--- src/rtl/onehot_decoder_5to32.sv ---
// Hierarchical 5-to-32 one-hot decoder (2-to-4 group stage, four 3-to-8 stages) plus registered copy.
// Optional ONEHOT_DECODER_CHECK_EN adds a sticky registered one-hot checker output err.

module dec2to4_stage (
    input  logic [1:0] sel,
    input  logic       en,
    output logic [3:0] y
);
    always_comb begin
        y = 4'h0;
        if (en) begin
            y[sel] = 1'b1;
        end
    end
endmodule

module dec3to8_stage (
    input  logic [2:0] sel,
    input  logic       en,
    output logic [7:0] y
);
    always_comb begin
        y = 8'h00;
        if (en) begin
            y[sel] = 1'b1;
        end
    end
endmodule

module onehot_decoder_5to32 (
    input  logic        clk,
    input  logic        reset,
    input  logic [4:0]  in,
    input  logic        enable,
    output logic [31:0] out,
    output logic [31:0] out_q,
`ifdef ONEHOT_DECODER_CHECK_EN
    output logic        err,
`endif
    output logic [3:0]  grp_en
);
    logic [7:0] oct [4];

    dec2to4_stage u_grp (
        .sel (in[4:3]),
        .en  (enable),
        .y   (grp_en)
    );

    // Each octet stage only sees the low select bits; its group enable picks the octet.
    for (genvar k = 0; k < 4; k++) begin : g_oct
        dec3to8_stage u_oct (
            .sel (in[2:0]),
            .en  (grp_en[k]),
            .y   (oct[k])
        );
    end

    assign out = {oct[3], oct[2], oct[1], oct[0]};

    always_ff @(posedge clk) begin
        if (reset) begin
            out_q <= 32'h0;
        end else begin
            out_q <= out;
        end
    end

`ifdef ONEHOT_DECODER_CHECK_EN
    logic onehot;
    logic bad;

    assign onehot = (out != 32'h0) && ((out & (out - 32'h1)) == 32'h0);
    assign bad    = enable ? !onehot : (out != 32'h0);

    // Judges the value about to be loaded into out_q; sticky until reset.
    always_ff @(posedge clk) begin
        if (reset) begin
            err <= 1'b0;
        end else if (bad) begin
            err <= 1'b1;
        end
    end

    always_ff @(posedge clk) begin
        if (!reset) begin
            assert (!bad)
            else $error("onehot_decoder_5to32: bad decode %h", out);
        end
    end
`endif

endmodule

--- config.mk ---
export PLATFORM = sky130hd
export DESIGN_NAME = onehot_decoder_5to32
export DESIGN_NICKNAME = d
export VERILOG_FILES = /design/src/rtl/onehot_decoder_5to32.sv
export SDC_FILE = /design/constraint.sdc
export NUM_CORES = 1
export LEC_CHECK = 0
export CAP_MARGIN = 25
export CORE_UTILIZATION = 38
export DETAILED_ROUTE_END_ITERATION = 10
export GPL_TIMING_DRIVEN = 0
export PLACE_DENSITY_LB_ADDON = 0.2
export SYNTH_ARGS = -nofsm -noshare
export SYNTH_HDL_FRONTEND = slang
export SYNTH_SLANG_ARGS = --single-unit
export TNS_END_PERCENT = 20
--- constraint.sdc ---
create_clock -name clk -period 5.6 [get_ports clk]
set_input_delay 1.68 -clock clk [delete_from_list [all_inputs] [get_ports clk]]
set_output_delay 1.68 -clock clk [all_outputs]
set_load 0.05 [all_outputs]
Yosys cells after proc, flatten, opt, wreduce, memory -nomap -nowiden
Index checks and enable logic that the tools add are counted.

Order comparisons: 4. Muxes and demuxes: 9. Reduce and logical (&&, ||, !) cells: 2.

Operators with widths (count): two-way mux 8 bit (4); less-than comparator 3 x 4 -> 1 bit, second input constant (1); two-way mux 4 bit (1); demux 1 bit (select 3 bit) (1); greater-or-equal comparator 3 x 1 -> 1 bit, second input constant (1); less-than comparator 2 x 3 -> 1 bit, second input constant (1); demux 1 bit (select 2 bit) (1); greater-or-equal comparator 2 x 1 -> 1 bit, second input constant (1); logical AND 1 bit (2); two-way mux 1 bit (2).

Flip-flop bits (word level): 32. Input port bits: 8. Output and inout bits: 68.

Logic depth before layout (Yosys ltp)
Word-level depth: 6. Gate-level depth with buffers: 5.

Hierarchy
From an unflattened synthesis, not the netlist that was laid out.

Cells, all modules: 103. Area total of the unflattened synthesis: 1281.2 um^2.

By module, submodules not included: onehot_decoder_5to32 (times used 1, cells each 67, area each 863.3 um^2, sequential area each 640.6 um^2); dec3to8_stage (times used 4, cells each 8, area each 95.1 um^2, sequential area each 0.0 um^2); dec2to4_stage (times used 1, cells each 4, area each 37.5 um^2, sequential area each 0.0 um^2).

Least setup slack after synthesis
Ideal clock, no wire load.

Kind: input to output. From: input enable. To: output out[1]. Arrival time: 3081 ps. Data required time: 3920 ps. Setup slack: 839 ps. Stages: 4. Path buffers: 2. Path through: buf_2 -> or3b_2 -> buf_2 -> nor2_1.

Word-level cells in the longest chain between the ends: 2.

Ends and longest elaborated chain: start, declared (RTL line 34) `input logic enable,`; two-way mux 4 bit (RTL line 11) `if (en) begin`; two-way mux 8 bit (RTL line 24) `if (en) begin`; end, declared (RTL line 35) `output logic [31:0] out,`.

Every way passes these cells.

Worst setup path in the final report
From: input in[2]. To: output out[2].

Word-level cells in the longest chain between the ends: 5. Elaborated cells on any way between the ends: 6. Classes of those cells: 2 x order compare; 3 x mux; 1 x reduce/logical.

Ends and longest elaborated chain: start, declared (RTL line 33) `input logic [4:0] in,`; less-than comparator 3 x 4 -> 1 bit (not written as such) or greater-or-equal comparator 3 x 1 -> 1 bit (tied branches) (RTL line 25) `y[sel] = 1'b1;`; logical AND 1 bit (not written as such) (RTL line 25); two-way mux 1 bit (not written as such) (RTL line 25); demux 1 bit (select 3 bit) *; two-way mux 8 bit * (RTL line 24).

Mark *: on every way between the ends. The rest lies on a longest branch, timed or not.

==> reports/results.tsv <==
stage	metric	value	unit
die	rows	19	
cells_and_area	largest_register_ffs	32	
global_route	grt_pass1_vias	1005	
cells_and_area	layout_common_cells	clkdlybuf4s50_1, nor2_1, dfxtp_1	
global_route	grt_max_degree	11	
clock_tree	clock-sinks	32	
setup_path	path_max_fanout	8	
worst_hold_path	whs_path_depth	4	
synthesis	synth.cell_area	1150	um^2
synthesis	synth_top_family_by_area	simple AND/OR/NAND/NOR gates	
sta	relSlewSlack	64.7	%
global_route	grt_usage	20.0	%
drt	ant_nets	0	
clock_tree	clk_path_buf_depth	2	
synthesis	synthMuxAreaShare	0	%
sta	slew_viol_final	0	
cells_and_area	n_antenna_cell	0	
sta	tightest_slew	0.529	ns
clock_tree	htreeDepth	2	
cells_and_area	final_core_util	68.8	%
placement	hpwlAfterDp	2300	um
sta	setup_violations	0	
drt	drt-total-wl	3160	um
die	core_area	2830	um^2
clock_tree	cts_tree	built	
synthesis	synthXorXnorAreaFrac	0	%
setup_path	startpoint_type	primary input	
die	dieArea	3260	um^2
setup_path	cp_data_required_time	3.92	ns
drt	num_vias	1116	
die	start_util	40.8	%
worst_hold_path	hold_path_class	primary input to register	
sta	hold_viol_final	0	
cells_and_area	largest-register	out_q	
power_and_ir_drop	ir_worst_vdd	0.000128	V
status	status	complete, but fails checks	
synthesis	ys_warn_count	0	
cells_and_area	layout_commonest_cell	clkdlybuf4s50_1	
clock_tree	numCtsBuffers	5	
synthesis	synth_cells	134	
setup_path	cp-end-kind	output pin	
global_route	antenna_found_initial	0	
synthesis	synth_compound_area_share	0	%
flow_run	maxCapViolations	0	
drt	wire_per_inst	13.0	um
global_route	grt_overflow	0	
placement	port-buffer-count	69	
synthesis	synth-seq-cells	32	
drt	viasPerCell	4.61	
power_and_ir_drop	p_leak	0.000720	uW
status	violations	DRC	
cells_and_area	reg.largest.list	out_q (32)	
drt	first_pass_iters	7	
cells_and_area	drive_above_1_share	14.2	%
sta	min_period_over_period	91.8	%
die	die_y	57.1	um
drt	drt_iter0_drc	45	
global_route	grt_pass1_wl	4750	um
power_and_ir_drop	powerDensity	214	nW/um^2
sta	setup_tns	0	ns
drt	drc	12	
synthesis	yosysSeqAreaShare	55.5	%
synthesis	synth_adder_area_share	0	%
synthesis	avgSynthCellArea	8.62	um^2
cells_and_area	area_growth	68.5	%
clock_tree	cts.clk_slew.worst_paths	0.10	ns
setup_path	crit_arrival	3.46	ns
synthesis	synth-simple-area-share	34.1	%
clock_tree	cts-root-buf	clkbuf_4	
placement	gp_congestion	0.738	
clock_tree	cts_resized	0	
die	fp.dieW	57.1	um
sta	min_period	5.14	ns
clock_tree	postCtsSetupBuffers	0	
setup_path	worstSetupPathType	primary input to output pin	
sta	rsz0062_at_grt	no	
die	io_pins	76	
synthesis	yosys.cell_types.count	16	
sta	fmax	0.195	GHz
cells_and_area	nets	218	
clock_tree	ctsHoldBuffers	0	
cells_and_area	fillCellCount	243	
synthesis	syn_nets	142	
-- critical path: stages --
cell	delay, ns
buf_2	0.13
or3b_1	0.37
clkbuf_1	0.27
nor2_1	0.18
clkdlybuf4s50_1	0.82
-- per-stage QoR --
stage / cells / setup slack (ns) / total power [uW] / hold WS (ns) / area, um^2
2_1_floorplan: 134 / 0.839 / 272 / 1.99 / 1150
3_3_place_gp: 234 / 0.526 / 286 / 2.11 / 1880
3_5_place_dp: 234 / 0.471 / 287 / 2.11 / 1880
4_1_cts: 242 / 0.471 / 422 / 1.75 / 1950
5_1_grt: 242 / 0.407 / 429 / 1.77 / 1950
6_report: 242 / 0.460 / 417 / 1.76 / 1950
-- metal layers --
layer	global-route usage (%)	wire, um	vias up
met5	0	0	-
met4	5.23	29	0
met3	7.94	194	3
met2	33.8	1610	40
met1	23.6	1330	519
li1	-	-	554
-- worst paths after layout --
kind	from	end
setup / recovery	in[2]	out[2]
hold / removal	in[4]	out_q[7]
-- cell usage after synthesis --
cell / n / area share (%)
nand3b_1: 5 / 3.3
dfxtp_1: 32 / 55
buf_4: 4 / 2.6
nand3_1: 2 / 0.87
nand4b_1: 1 / 0.76
or3b_1: 3 / 2.3
inv_1: 4 / 1.3
buf_6: 2 / 2.0
buf_2: 6 / 2.6
clkbuf_1: 6 / 2.0
or3_1: 1 / 0.54
nand4bb_1: 2 / 2.0
nor2_1: 56 / 18
or3b_2: 1 / 0.76
or4b_4: 1 / 1.2
nor2_2: 8 / 4.3
-- cell families after synthesis --
| logic type | after synthesis |
|---|---|
| buf+inv | 22 |
| flops | 32 |
| simple gates | 80 |
-- cell type report --
cell class	instances	area, um^2	area share, %
buffer	18	105	5.40
clock inverter	2	10.0	0.514
timing repair buffer	69	691	35.5
clock buffer	6	51.3	2.64
sequential	32	641	32.9
inverter	4	15.0	0.772
tap	31	38.8	1.99
multi-input combinational	80	394	20.3
-- report_power, final --
group / internal, uW / switching, uW / leakage, uW
sequential: 229 / 0.360 / 0.000258
combinational: 16.9 / 36.1 / 0.000424
clock: 59.6 / 75.2 / 0.0000380
total: 305 / 112 / 0.000720
(Power assumes the default switching activity.)
